`config.mk`:
```
export PLATFORM = sky130hd
export DESIGN_NAME = dot_product_stream
export DESIGN_NICKNAME = d
export VERILOG_FILES = /design/src/rtl/dot_product_stream.sv
export SDC_FILE = /design/constraint.sdc
export NUM_CORES = 1
export LEC_CHECK = 0
export ABC_CLOCK_PERIOD_IN_PS = 7100
export BUFFER_PORTS_ARGS = -buffer_cell sky130_fd_sc_hd__buf_2
export CAP_MARGIN = 0
export CORE_UTILIZATION = 35
export CTS_CLUSTER_SIZE = 25
export DETAILED_ROUTE_END_ITERATION = 7
export GPL_ROUTABILITY_DRIVEN = 0
export GPL_TIMING_DRIVEN = 0
export MAX_ROUTING_LAYER = met4
export PLACE_DENSITY = 0.5
export SKIP_LAST_GASP = 1
export SLEW_MARGIN = 40
export SYNTH_ARGS = -nofsm -noshare
export SYNTH_HDL_FRONTEND = slang
export SYNTH_SLANG_ARGS = --single-unit
```
`constraint.sdc`:
```
create_clock -name clk -period 7.1 [get_ports clk]
set_input_delay 0.71 -clock clk [delete_from_list [all_inputs] [get_ports clk]]
set_output_delay 0.71 -clock clk [all_outputs]
set_load 0.005 [all_outputs]
```
`src/rtl/dot_product_stream.sv`:
```
`default_nettype none
// =============================================================================
// Module     : dot_product_stream
// Description: Multi-lane streaming dot-product engine with runtime vector
//              length, signed/unsigned modes and valid/ready backpressure.
//              Optional macro DOTP_SATURATE_EN clamps the result to OUT_WIDTH.
// Revision   : 1.0 - initial release
// =============================================================================
module dot_product_stream #(
   parameter  int DATA_WIDTH = 8,
   parameter  int LANES      = 2,
   parameter  int MAX_BEATS  = 8,
   parameter  int OUT_WIDTH  = 16,
   localparam int LEN_W      = $clog2(MAX_BEATS + 1),
   localparam int ACC_W      = 2 * DATA_WIDTH + $clog2(LANES * MAX_BEATS) + 1
) (
   input  logic                          clk,
   input  logic                          rst_n,
   input  logic [LEN_W-1:0]              cfg_len,
   input  logic                          cfg_signed,
   input  logic                          in_valid,
   output logic                          in_ready,
   input  logic [LANES*DATA_WIDTH-1:0]   in_a,
   input  logic [LANES*DATA_WIDTH-1:0]   in_b,
   output logic                          out_valid,
   input  logic                          out_ready,
   output logic [OUT_WIDTH-1:0]          out_result,
   output logic                          out_sat,
   output logic                          busy
);

   logic                    w_en;
   logic                    w_accept;
   logic [LEN_W-1:0]        w_len_eff;
   logic [LEN_W-1:0]        w_cur_len;
   logic                    w_cur_sgn;
   logic                    w_first;
   logic                    w_last;
   logic [LEN_W-1:0]        cnt_q, cnt_d;
   logic [LEN_W-1:0]        len_q;
   logic                    sgn_q;

   logic signed [ACC_W-1:0] w_prod [LANES];
   logic                    s1_valid_q, s1_first_q, s1_last_q, s1_sgn_q;
   logic signed [ACC_W-1:0] s1_prod_q [LANES];

   logic signed [ACC_W-1:0] w_lane_sum;
   logic                    s2_valid_q, s2_first_q, s2_last_q, s2_sgn_q;
   logic signed [ACC_W-1:0] s2_sum_q;

   logic signed [ACC_W-1:0] w_acc_sum;
   logic signed [ACC_W-1:0] acc_q;
   logic                    s3_valid_q, s3_sgn_q;
   logic signed [ACC_W-1:0] s3_total_q;

   logic [OUT_WIDTH-1:0]    w_res;
   logic                    w_sat;
   logic                    out_valid_q, out_valid_d;
   logic [OUT_WIDTH-1:0]    out_result_q, out_result_d;
   logic                    out_sat_q, out_sat_d;

   // The whole pipe freezes only while a result is held unaccepted.
   assign w_en     = !(out_valid_q && !out_ready);
   assign w_accept = in_valid && w_en;
   assign in_ready = w_en;

   always_comb begin
      if (cfg_len == '0)
         w_len_eff = LEN_W'(1);
      else if (cfg_len > LEN_W'(MAX_BEATS))
         w_len_eff = LEN_W'(MAX_BEATS);
      else
         w_len_eff = cfg_len;
   end

   // The opening beat uses live configuration; later beats use the latched copy.
   assign w_first   = (cnt_q == '0);
   assign w_cur_len = w_first ? w_len_eff  : len_q;
   assign w_cur_sgn = w_first ? cfg_signed : sgn_q;
   assign w_last    = (cnt_q == (w_cur_len - LEN_W'(1)));
   assign cnt_d     = w_last ? '0 : (cnt_q + LEN_W'(1));

   always_ff @(posedge clk or negedge rst_n) begin
      if (!rst_n) begin
         cnt_q <= '0;
         len_q <= '0;
         sgn_q <= 1'b0;
      end else if (w_accept) begin
         cnt_q <= cnt_d;
         if (w_first) begin
            len_q <= w_len_eff;
            sgn_q <= cfg_signed;
         end
      end
   end

   generate
      for (genvar i = 0; i < LANES; i++) begin : g_lane
         logic        [DATA_WIDTH-1:0] w_a, w_b;
         logic signed [ACC_W-1:0]      w_ea, w_eb;
         assign w_a       = in_a[i*DATA_WIDTH +: DATA_WIDTH];
         assign w_b       = in_b[i*DATA_WIDTH +: DATA_WIDTH];
         assign w_ea      = w_cur_sgn ? ACC_W'($signed(w_a)) : ACC_W'(w_a);
         assign w_eb      = w_cur_sgn ? ACC_W'($signed(w_b)) : ACC_W'(w_b);
         assign w_prod[i] = w_ea * w_eb;
      end
   endgenerate

   always_ff @(posedge clk or negedge rst_n) begin
      if (!rst_n) begin
         s1_valid_q <= 1'b0;
         s1_first_q <= 1'b0;
         s1_last_q  <= 1'b0;
         s1_sgn_q   <= 1'b0;
         for (int i = 0; i < LANES; i++) s1_prod_q[i] <= '0;
      end else if (w_en) begin
         s1_valid_q <= in_valid;
         if (in_valid) begin
            s1_first_q <= w_first;
            s1_last_q  <= w_last;
            s1_sgn_q   <= w_cur_sgn;
            for (int i = 0; i < LANES; i++) s1_prod_q[i] <= w_prod[i];
         end
      end
   end

   always_comb begin
      w_lane_sum = '0;
      for (int i = 0; i < LANES; i++) w_lane_sum = w_lane_sum + s1_prod_q[i];
   end

   always_ff @(posedge clk or negedge rst_n) begin
      if (!rst_n) begin
         s2_valid_q <= 1'b0;
         s2_first_q <= 1'b0;
         s2_last_q  <= 1'b0;
         s2_sgn_q   <= 1'b0;
         s2_sum_q   <= '0;
      end else if (w_en) begin
         s2_valid_q <= s1_valid_q;
         if (s1_valid_q) begin
            s2_first_q <= s1_first_q;
            s2_last_q  <= s1_last_q;
            s2_sgn_q   <= s1_sgn_q;
            s2_sum_q   <= w_lane_sum;
         end
      end
   end

   assign w_acc_sum = s2_first_q ? s2_sum_q : (acc_q + s2_sum_q);

   always_ff @(posedge clk or negedge rst_n) begin
      if (!rst_n) begin
         acc_q      <= '0;
         s3_valid_q <= 1'b0;
         s3_sgn_q   <= 1'b0;
         s3_total_q <= '0;
      end else if (w_en) begin
         s3_valid_q <= s2_valid_q && s2_last_q;
         if (s2_valid_q) begin
            acc_q <= w_acc_sum;
            if (s2_last_q) begin
               s3_total_q <= w_acc_sum;
               s3_sgn_q   <= s2_sgn_q;
            end
         end
      end
   end

`ifdef DOTP_SATURATE_EN
   localparam int EXT_W = ((ACC_W > OUT_WIDTH) ? ACC_W : OUT_WIDTH) + 1;
   localparam logic signed [EXT_W-1:0] SMAX =
      {{(EXT_W - OUT_WIDTH + 1){1'b0}}, {(OUT_WIDTH - 1){1'b1}}};
   localparam logic signed [EXT_W-1:0] SMIN =
      {{(EXT_W - OUT_WIDTH + 1){1'b1}}, {(OUT_WIDTH - 1){1'b0}}};
   localparam logic signed [EXT_W-1:0] UMAX =
      {{(EXT_W - OUT_WIDTH){1'b0}}, {OUT_WIDTH{1'b1}}};

   logic signed [EXT_W-1:0] w_tot_ext;
   assign w_tot_ext = EXT_W'(s3_total_q);

   always_comb begin
      w_res = OUT_WIDTH'(w_tot_ext);
      w_sat = 1'b0;
      if (s3_sgn_q) begin
         if (w_tot_ext > SMAX) begin
            w_res = SMAX[OUT_WIDTH-1:0];
            w_sat = 1'b1;
         end else if (w_tot_ext < SMIN) begin
            w_res = SMIN[OUT_WIDTH-1:0];
            w_sat = 1'b1;
         end
      end else begin
         if (w_tot_ext[EXT_W-1]) begin
            w_res = '0;
            w_sat = 1'b1;
         end else if (w_tot_ext > UMAX) begin
            w_res = '1;
            w_sat = 1'b1;
         end
      end
   end
`else
   assign w_res = s3_sgn_q ? OUT_WIDTH'(s3_total_q) : OUT_WIDTH'($unsigned(s3_total_q));
   assign w_sat = 1'b0;
`endif

   // A result arriving in the handshake cycle replaces the old one, keeping valid high.
   always_comb begin
      out_valid_d  = out_valid_q;
      out_result_d = out_result_q;
      out_sat_d    = out_sat_q;
      if (w_en && s3_valid_q) begin
         out_valid_d  = 1'b1;
         out_result_d = w_res;
         out_sat_d    = w_sat;
      end else if (out_valid_q && out_ready) begin
         out_valid_d  = 1'b0;
      end
   end

   always_ff @(posedge clk or negedge rst_n) begin
      if (!rst_n) begin
         out_valid_q  <= 1'b0;
         out_result_q <= '0;
         out_sat_q    <= 1'b0;
      end else begin
         out_valid_q  <= out_valid_d;
         out_result_q <= out_result_d;
         out_sat_q    <= out_sat_d;
      end
   end

   assign out_valid  = out_valid_q;
   assign out_result = out_result_q;
   assign out_sat    = out_sat_q;
   assign busy       = (cnt_q != '0) || s1_valid_q || s2_valid_q || s3_valid_q;

endmodule
`default_nettype wire
```
== Word level (Yosys, flattened, before mapping) ==
Cells that the tools add are included.
Storage, ports and cells
  word-level logic and storage cells: 56
  input port bits: 41
  register bits: 133
  output and inout port bits: 20
Cells by class
  multipliers: 2
  reduce and logical (&&, ||, !) cells: 18
  magnitude comparators: 1
  equality and inequality tests: 1
  $add $sub $neg: 4
  bitwise operators: 1
  muxes and demuxes: 12
Operators by type and width (number)
  two-way mux 21 bit: 5
  adder 21 bit: 2
  multiplier 21 x 21 -> 21 bit: 2
  two-way mux 4 bit: 4
  logical NOT 4 bit: 2
  AND reduction 2 bit: 3
  logical AND 1 bit: 5
  adder 4 x 1 -> 4 bit, second input constant: 1
  == test 4 bit: 1
  > comparator 4 bit, second input constant: 1
  nonzero test 4 bit: 1
  subtractor 4 x 1 -> 4 bit, second input constant: 1
  logical OR 1 bit: 3
  two-way mux 1 bit: 3
  AND reduction 3 bit: 1
  logical NOT 1 bit: 2
  nonzero test 2 bit: 1
  inverter 1 bit: 1

== Longest topological paths before layout ==
Gate-level depths: netlist (run 1).
  depth in word-level cells: 7
  depth in mapped cells: 27
  depth with buffers taken out: 27

== Least setup slack after synthesis (run 1) ==
No wires, ideal clock.
  path type: register to register
  start: reg cnt_q[0]
  end: reg s1_prod_q[15] (netlist bit)
  library setup time: 130 ps
  stages on the path, launching flop included: 25
  period minus slack after synthesis: 6465 ps
  slack: 635 ps
  buffers on the path: 0
  arrival: 6335 ps
  required time: 6970 ps
  cell sequence: dfrtp_1 -> inv_1 -> ha_1 -> nor3b_4 -> mux2i_1 -> and2b_2 -> and2_1 -> fa_1 -> fa_1 -> inv_1 -> fa_1 -> inv_1 -> ha_1 -> ha_1 -> fa_1 -> inv_1 -> fa_1 -> inv_1 -> ha_1 -> o21a_1 -> nor2_1 -> o31ai_1 -> o41a_1 -> xnor2_1 -> o21ai_1
Between the ends
  cells in the longest elaborated chain, start to end: 4
  elaborated cells on any way between the ends: 5
  classes of those cells: 1 x mul; 3 x mux; 1 x reduce/logical
Ends and longest elaborated chain
  from (decl): RTL line 39  | logic [LEN_W-1:0] cnt_q, cnt_d;
  from (signal assigned): RTL line 89  | cnt_q <= cnt_d;
  logical NOT 4 bit (*): RTL line 77  | assign w_first = (cnt_q == '0);
  two-way mux 1 bit (*)
  two-way mux 21 bit, on equally long branches: RTL line 103, 104
  multiplier 21 x 21 -> 21 bit (*): RTL line 105  | assign w_prod[i] = w_ea * w_eb;
  to (decl): RTL line 45  | logic signed [ACC_W-1:0] s1_prod_q [LANES];
Mark *: on every way between the ends. The rest lies on a longest branch, timed or not.
A chain may end at the register's enable or synchronous reset.

== Final worst setup path (run 1) ==
Same ends and word-level chain as after synthesis.

==> impl_metrics.tcl, run 1 <==
set metrics [dict create \
    finalInstanceArea_mm2 0.01445 \
    synth_compound_area_frac 0.08306 \
    starting_density 0.3551 \
    post_synthesis_adder_cell_area_fraction 0.3799 \
    cts_max_path_buffers 2 \
    tritoncts "built" \
    floorplan.die_area_mm2 0.03783 \
    cts_hold_repair.buffers 0 \
    total_global_route_track_usage 0.1618 \
    vias_per_cell 4.717 \
    slew_headroom 0.5008 \
    max_fo_critical_path 6 \
    critical_path.slowest_cell "sky130_fd_sc_hd__fa_1" \
    antenna_found_initial 0 \
    synth-edff-count 0 \
    timing_max_transition_violations_final 0 \
    synthSimpleGateAreaFrac 0.1346 \
    highest_clock_rate_mhz 148.5 \
    drcViolationCount 0 \
    drt-initial-drc-count 273 \
    sequential_fraction_of_the_synthesis_area 0.2180 \
    setup-tns-final_ns 0 \
    netlist_top_cells_area "sky130_fd_sc_hd__fa_1, sky130_fd_sc_hd__dfrtp_1, sky130_fd_sc_hd__ha_1, sky130_fd_sc_hd__inv_1, sky130_fd_sc_hd__nand2_1" \
    routedWlPerCell_um 14.01 \
    dp_hpwl_um 22760 \
    post-synth-top-area-fraction 0.2284 \
    syn_avg_cell_area_um2 9.192 \
    clock_sinks 113 \
    antenna_violating_nets_post_route 0 \
    crit_arrival_ns 7.03 \
    grt_pass1_vias 9665 \
    setup.worst_path.end_class "register" \
    grt.overflow.total 0 \
    synth_top_family_by_area "adder cells" \
    pin_count_of_the_biggest_net_entering_global_routing 41 \
    postSynthNetCount 1757 \
    post_synth_xor_area_fraction 0.05672 \
    yosys_warnings 0 \
    clock_skew_ns 0.009160 \
    synth_async_sr_flop_share 1.000 \
    grt_pass1_wl_um 47620 \
    hold_viol 0 \
    final_min_period_over_clock_period 0.9486 \
    status "finished, final reports clean" \
    met3_grt_util 0.01857 \
    cts-root-buf "sky130_fd_sc_hd__clkbuf_16" \
    muxShareOfSynthArea 0.03801 \
    antennaDiodeCount 0 \
    use_met2 0.2851 \
    timing.final.crit_period_ns 6.735 \
    ys.flop_type "sky130_fd_sc_hd__dfrtp_1" \
    most-common-layout-cells "sky130_fd_sc_hd__inv_1, sky130_fd_sc_hd__nand2_1, sky130_fd_sc_hd__ha_1" \
    synth.cell_area_mm2 0.01297 \
    cap_viol_max_count 0 \
    nNetsFinal 1815 \
    synthDistinctLibCells 51 \
    worst_slew_pin_slew_ns 0.7300 \
    clk_latency_ns 0.42 \
    placement.io_buffers 35 \
    core.rowCount 70 \
    cts.reportedPaths.clkPinSlew_ns 0.06 \
    crit_path_max_incr_delay_ns 0.60 \
    required_ns 7.39 \
    cp-start-kind "register" \
    layout.filler_cells 3709 \
    area_growth_syn_to_layout_pct 11.43 \
    finalSetupViolCount 0 \
    post_synthesis_cell_count 1411 \
    firstDrtPassIters 4 \
    dp.cells 1916 \
    globalRouteMet1Util 0.1971 \
    worst_hold_path_type "in2async" \
    layout_commonest_cell "sky130_fd_sc_hd__inv_1" \
    dieHeight_um 194.5 \
    fin_cells 1950 \
    clock_tree.htree_level_count 4 \
    grt-busiest-layer "met2" \
    detailroute.via_count 9198 \
    dpl_cell_area_mm2 0.01379 \
    cts_buffers 17 \
    synth_area_leader_cell "sky130_fd_sc_hd__fa_1" \
    post_synthesis_sequential_element_count 113 \
    rsz0062_at_grt "no" \
    core_region_area_mm2 0.03652 \
    timing.setup.critical_path_class "reg2reg" \
    pin_count 61 \
    finalWirelength_um 27310 \
    die_width_um 194.5 \
    drive_gt1_frac 0.08097 \
    final_core_util 0.3957 \
]
registers in the layout, indices dropped and copies added (netlist names), 4 cells and up:
register,count
s1_prod_q,32
acc_q,16
out_result,16
s2_sum_q,16
s3_total_q,16
cnt_q,4
len_q,4
worst paths after layout:
| kind | start | cells past startpoint | to | slack [ns] |
|---|---|---|---|---|
| min | rst_n | 1 | out_result[0]$_DFFE_PN0P_ | 0.16 |
| min in group clk | s3_total_q[1]$_DFFE_PN0P_ | 2 | s3_total_q[1]$_DFFE_PN0P_ | 0.48 |
| min reg2reg | s3_total_q[1]$_DFFE_PN0P_ | 2 | s3_total_q[1]$_DFFE_PN0P_ | 0.48 |
| max reg2reg | cnt_q[0]$_DFFE_PN0P_ | 26 | s1_prod_q[15]$_DFFE_PN0P_ | 0.36 |
| max in group asynchronous | rst_n | 2 | s2_sum_q[15]$_DFFE_PN0P_ | 6.42 |
| max | cnt_q[0]$_DFFE_PN0P_ | 26 | s1_prod_q[15]$_DFFE_PN0P_ | 0.36 |
area by class of cell:
class	count	area, um2	share of cell area
Buffer	46	176.4	0.01221
Clock buffer	21	470.5	0.03255
Clock inverter	11	135.1	0.009350
Inverter	262	983.4	0.06805
Multi-Input combinational cell	990	9021	0.6242
Sequential cell	113	2828	0.1957
Tap cell	468	585.6	0.04052
Timing Repair Buffer	39	252.7	0.01749
synth_stat cells (12+ instances only):
| cell type | count |
|---|---|
| sky130_fd_sc_hd__o21ai_0 | 74 |
| sky130_fd_sc_hd__nor3_1 | 12 |
| sky130_fd_sc_hd__inv_1 | 262 |
| sky130_fd_sc_hd__a21o_1 | 16 |
| sky130_fd_sc_hd__fa_1 | 148 |
| sky130_fd_sc_hd__dfrtp_1 | 113 |
| sky130_fd_sc_hd__and2_1 | 63 |
| sky130_fd_sc_hd__nor2_1 | 34 |
| sky130_fd_sc_hd__ha_1 | 157 |
| sky130_fd_sc_hd__clkbuf_1 | 42 |
| sky130_fd_sc_hd__nor2b_1 | 12 |
| sky130_fd_sc_hd__nand2_1 | 213 |
| sky130_fd_sc_hd__a21oi_1 | 35 |
| sky130_fd_sc_hd__xor2_1 | 27 |
| sky130_fd_sc_hd__xnor2_1 | 57 |
| sky130_fd_sc_hd__mux2_2 | 34 |
kinds of logic (layout without fill, tap and decap cells):
logic type	after synthesis	in the layout
compound gates	180	180
xor+xnor	84	84
fa+ha+maj	305	305
buf+inv	308	379
flops	113	113
mux	45	45
other cells	1	1
simple gates	375	375
through the flow:
stage | hold slack, ns | setup slack [ns]
2_1_floorplan | 0.4144 | 0.6353
3_3_place_gp | 0.4555 | -0.9349
3_5_place_dp | 0.4604 | -0.2546
4_1_cts | 0.1673 | 0.2129
5_1_grt | 0.1729 | 0.003123
6_report | 0.1646 | 0.3647
critical path: cells and delay by family, from the launching register on:
family                     cells  cell delay [ns]
adders and majority gates      9             4.10
and+or+nand+nor                5             0.75
buffers and inverters          7             0.57
DFF                            1             0.43
AOI/OAI and AO/OA              3             0.34
muxes                          1             0.20
xor gates and xnor gates       1             0.19
layer usage:
metal | wire (um) | share of wire
met5 | 0 | 0
met4 | 303 | 0.011
met3 | 402 | 0.015
met2 | 14170 | 0.52
met1 | 12430 | 0.46
timing repair:
item                       in CTS  in global routing
setup endpoints to repair       4                  2
pin swaps                       0                  0
gates resized for setup         2                  5
buffers inserted                2                  0
Power of run 1 is not shown: default switching activity piles up to over one toggle a cycle in this logic, so the estimate is an artifact.
==> run 2, diff against run 1 <==
ABC_CLOCK_PERIOD_IN_PS = 7700   (was 7100)
TNS_END_PERCENT = 50   (was default)
clock period = 7.7 ns   (was 7.1 ns; I/O delays follow)
==> impl_metrics.tcl, run 2 (synthesis gave the netlist of run 1 again) <==
set metrics [dict create \
    hold_viol 0 \
    floorplan.die_area_mm2 0.03783 \
    starting_density 0.3551 \
    firstDrtPassIters 4 \
    rr_worst_depth 25 \
    cp-start-kind "register" \
    clock_skew_ns 0.009000 \
    placement.io_buffers 35 \
    slew_headroom 0.5008 \
    dpl_cell_area_mm2 0.01379 \
    cts_max_path_buffers 2 \
    drcViolationCount 0 \
    core.rowCount 70 \
    final_core_util 0.3943 \
    cts_buffers 17 \
    finalSetupViolCount 0 \
    top_reg_by_flops "s1_prod_q" \
    post-cts-setup-buffer-count 0 \
    finalWirelength_um 27270 \
    pin_count 61 \
    pin_count_of_the_biggest_net_entering_global_routing 41 \
    post_place_setup_slack_ns 0.3454 \
    antenna_violating_nets_post_route 0 \
    antennaDiodeCount 0 \
    antenna_found_initial 0 \
    cts.reportedPaths.clkPinSlew_ns 0.06 \
    drive_gt1_frac 0.07703 \
    most-common-layout-cells "sky130_fd_sc_hd__inv_1, sky130_fd_sc_hd__nand2_1, sky130_fd_sc_hd__ha_1" \
    required_ns 8.00 \
    number_of_flip_flops_in_the_largest_register 32 \
    max_fo_critical_path 7 \
    setup.worst_path.end_class "register" \
    drt-initial-drc-count 311 \
    setup.reg_to_reg.worst_slack_ns 0.45 \
    timing_max_transition_violations_final 0 \
    cts-root-buf "sky130_fd_sc_hd__clkbuf_16" \
    final_min_period_over_clock_period 0.9410 \
    worst_hold_path_type "in2async" \
    grt.overflow.total 0 \
    clock_sinks 113 \
    routedWlPerCell_um 14.00 \
    finalInstanceArea_mm2 0.01440 \
    core_region_area_mm2 0.03652 \
    highest_clock_rate_mhz 138.0 \
    status "finished, final reports clean" \
    worst_slew_pin_slew_ns 0.7300 \
    cap_viol_max_count 0 \
    grt_pass1_wl_um 47600 \
    rsz0062_at_grt "yes" \
    crit_arrival_ns 7.54 \
    timing.final.ws_setup_ns 0.4540 \
    timing.final.crit_period_ns 7.246 \
    timing.setup.critical_path_class "reg2reg" \
    vias_per_cell 4.716 \
    detailroute.via_count 9186 \
    dp_hpwl_um 22760 \
    tritoncts "built" \
    clock_tree.htree_level_count 4 \
    area_growth_syn_to_layout_pct 11.04 \
    grt_pass1_vias 9653 \
    die_width_um 194.5 \
    clk_latency_ns 0.42 \
    layout_commonest_cell "sky130_fd_sc_hd__inv_1" \
    layout.filler_cells 3716 \
    nNetsFinal 1813 \
    crit_path_max_incr_delay_ns 0.58 \
    total_global_route_track_usage 0.1617 \
    critical_path.slowest_cell "sky130_fd_sc_hd__fa_1" \
    dieHeight_um 194.5 \
]
run 2: cell count changes in the layout (fill, tap and decap cells not counted), sizes merged:
| cell | change |
|---|---|
| buf | -2 |
run 2: metrics by stage:
stage                     instances   TNS, ns  hold slack [ns]
after floorplan                1411         0           0.4420
after global placement         1914   -0.9036           0.4555
after detailed placement       1916         0           0.4604
after CTS                      1948         0           0.2273
after global routing           1948  -0.02322           0.2329
final                          1948         0           0.2247
run 2: repair_timing:
item,in CTS,in global routing
gates resized for setup,0,1
hold buffers,0,0
setup endpoints to repair,0,2
run 2: metal layers:
layer / share of wire / track usage
met1: 0.46 / 0.1974
met2: 0.52 / 0.2846
met3: 0.014 / 0.01857
met4: 0.011 / 0.03704
met5: 0 / -
run 2: critical path, delay by kind of cell (launching register included):
kind	cells	cell delay [ns]
compound gates	3	0.34
fa+ha+maj	9	4.00
mux	1	0.26
simple gates	5	1.44
xor+xnor	1	0.20
flops	1	0.43
buf+inv	6	0.41
run 2: final cells by class:
| type | count | area [um2] | area share |
|---|---|---|---|
| multi-input combinational | 990 | 8997 | 0.6248 |
| tap | 468 | 585.6 | 0.04066 |
| clock buffer | 21 | 470.5 | 0.03267 |
| clock inverter | 11 | 135.1 | 0.009383 |
| inverter | 262 | 983.4 | 0.06829 |
| buffer | 46 | 176.4 | 0.01225 |
| sequential | 113 | 2828 | 0.1964 |
| timing repair buffer | 37 | 225.2 | 0.01564 |
run 2: final timing paths:
path	startpoint	end
max	cnt_q[0]$_DFFE_PN0P_	s1_prod_q[36]$_DFFE_PN0P_
min	rst_n	out_result[0]$_DFFE_PN0P_
max reg2reg	cnt_q[0]$_DFFE_PN0P_	s1_prod_q[36]$_DFFE_PN0P_
min reg2reg	s3_total_q[1]$_DFFE_PN0P_	s3_total_q[1]$_DFFE_PN0P_
max in group asynchronous	rst_n	s2_sum_q[15]$_DFFE_PN0P_
min in group clk	s3_total_q[1]$_DFFE_PN0P_	s3_total_q[1]$_DFFE_PN0P_
Power of run 2 is left out for the same reason.
==> run 3, diff against run 2 <==
CORE_ASPECT_RATIO = 1.5   (was default)
==> impl_metrics.tcl, run 3 (synthesis gave the netlist of run 1 again) <==
set metrics [dict create \
    area_growth_syn_to_layout_pct 11.45 \
    finalInstanceArea_mm2 0.01446 \
    grt.overflow.total 0 \
    fin_cells 1965 \
    timing.final.crit_period_ns 7.089 \
    dieHeight_um 237.8 \
    cp-start-kind "register" \
    cts-root-buf "sky130_fd_sc_hd__clkbuf_16" \
    highest_clock_rate_mhz 141.1 \
    dpl_cell_area_mm2 0.01380 \
    clock_skew_ns 0.009162 \
    pin_count_of_the_biggest_net_entering_global_routing 72 \
    status "complete, but fails checks" \
    layout.filler_cells 3795 \
    dp_hpwl_um 24190 \
    setup.reg_to_reg.worst_slack_ns 0.61 \
    wirelength_met1_um 10790 \
    routed-wl-met3_um 367 \
    cts-resized-gates 0 \
    placement.io_buffers 35 \
    cts_max_path_buffers 2 \
    cts_hold_repair.buffers 0 \
    grt_pass1_vias 10110 \
    post_place_setup_slack_ns 0.1615 \
    maxUsedRoutingLayer "met4" \
    met2RoutedLength_um 16840 \
    timing.setup.critical_path_class "reg2reg" \
    tritoncts "built" \
    total_global_route_track_usage 0.1701 \
    final_min_period_over_clock_period 0.9206 \
    drive_gt1_frac 0.07698 \
    worst_slew_pin_slew_ns 0.7754 \
    clock_tree.htree_level_count 4 \
    core_region_area_mm2 0.03659 \
    antenna_violating_nets_post_route 0 \
    number_of_flip_flops_in_the_largest_register 32 \
    crit_arrival_ns 7.39 \
    firstDrtPassIters 6 \
    setup.worst_path.end_class "register" \
    multi_input_comb_area_mm2 0.008995 \
    finalSetupViolCount 0 \
    clock_sinks 113 \
    antenna_found_initial 0 \
    drt-initial-drc-count 373 \
    rr_worst_depth 24 \
    routedWlPerCell_um 14.78 \
    pin_count 61 \
    top_reg_by_flops "s1_prod_q" \
    core.rowCount 86 \
    die_width_um 159.2 \
    seqCellArea_mm2 0.002828 \
    r2r-start "cnt_q[0]$_DFFE_PN0P_" \
    cts_buffers 17 \
    grt_pass1_wl_um 49370 \
    antennaDiodeCount 0 \
    worst_hold_path_type "in2async" \
    required_ns 8.00 \
    vias_per_cell 4.756 \
    floorplan.die_area_mm2 0.03785 \
    timing_max_transition_violations_final 0 \
    nNetsFinal 1814 \
    finalWirelength_um 29040 \
    failing_checks "DRC" \
    cts.reportedPaths.clkPinSlew_ns 0.06 \
    hold_viol 0 \
    final.hold.worst_slack_ns 0.2293 \
    dp.cells 1931 \
    most-common-layout-cells "sky130_fd_sc_hd__inv_1, sky130_fd_sc_hd__nand2_1, sky130_fd_sc_hd__ha_1" \
    timing.final.ws_setup_ns 0.6111 \
    cap_viol_max_count 0 \
    regToRegEndpoint "s1_prod_q[15]$_DFFE_PN0P_" \
    rsz0062_at_grt "no" \
    starting_density 0.3545 \
    clk_latency_ns 0.42 \
    drcViolationCount 1 \
    detailroute.via_count 9345 \
    max_fo_critical_path 6 \
    layout_commonest_cell "sky130_fd_sc_hd__inv_1" \
    slew_headroom 0.4697 \
]
[run 3: worst max path at each step]
stage	startpoint	end	cells after the start
finish	cnt_q[0]$_DFFE_PN0P_	s1_prod_q[15]$_DFFE_PN0P_	24
global route	cnt_q[0]$_DFFE_PN0P_	s1_prod_q[15]$_DFFE_PN0P_	24
CTS	cnt_q[0]$_DFFE_PN0P_	s1_prod_q[15]$_DFFE_PN0P_	24
detailed placement	cnt_q[0]$_DFFE_PN0P_	s1_prod_q[15]$_DFFE_PN0P_	24
global placement	cnt_q[0]$_DFFE_PN0P_	s1_prod_q[15]$_DFFE_PN0P_	24
floorplan	cnt_q[0]$_DFFE_PN0P_	s1_prod_q[15]$_DFFE_PN0P_	24
[run 3: worst max-delay path: stages, from the launching register on]
cell and delay, ns:
sky130_fd_sc_hd__dfrtp_1 0.43, sky130_fd_sc_hd__inv_1 0.10, sky130_fd_sc_hd__ha_1 0.16, sky130_fd_sc_hd__nor3b_4 0.28, sky130_fd_sc_hd__mux2i_4 0.21, sky130_fd_sc_hd__nor2b_1 0.44
sky130_fd_sc_hd__nand2_1 0.22, sky130_fd_sc_hd__fa_1 0.71, sky130_fd_sc_hd__inv_1 0.08, sky130_fd_sc_hd__fa_1 0.47, sky130_fd_sc_hd__fa_1 0.55, sky130_fd_sc_hd__inv_1 0.05
sky130_fd_sc_hd__fa_1 0.47, sky130_fd_sc_hd__fa_1 0.50, sky130_fd_sc_hd__inv_1 0.06, sky130_fd_sc_hd__fa_1 0.53, sky130_fd_sc_hd__inv_1 0.05, sky130_fd_sc_hd__fa_1 0.41
sky130_fd_sc_hd__xor2_1 0.19, sky130_fd_sc_hd__xnor2_1 0.21, sky130_fd_sc_hd__xnor2_1 0.17, sky130_fd_sc_hd__xnor2_1 0.10, sky130_fd_sc_hd__xnor2_1 0.30, sky130_fd_sc_hd__xnor2_1 0.18
sky130_fd_sc_hd__o21ai_1 0.07
[run 3: repair_timing]
| action | 4_1_cts | 5_1_grt |
|---|---|---|
| setup buffers | 0 | 2 |
| hold endpoints to repair | 0 | 0 |
| setup endpoints to repair | 0 | 2 |
[run 3: through the flow]
stage / TNS, ns / utilization
floorplan: 0 / -
global placement: -1.325 / 0.3759
detailed placement: 0 / 0.3772
CTS: 0 / 0.3947
global route: 0 / 0.3951
finish: 0 / 0.3951
[run 3: layout make-up]
class / instances / area share
Buffer: 46 / 0.01220
Clock buffer: 22 / 0.03350
Clock inverter: 10 / 0.01073
Inverter: 262 / 0.06803
Multi-Input combinational cell: 990 / 0.6223
Sequential cell: 113 / 0.1956
Tap cell: 484 / 0.04189
Timing Repair Buffer: 38 / 0.01575
[run 3: layer usage]
layer,vias to the layer above,global-route usage
li1,4561,-
met1,4633,0.1637
met2,97,0.3402
met3,54,0.01570
met4,0,0.07139
met5,-,-
Power of run 3 is left out for the same reason.
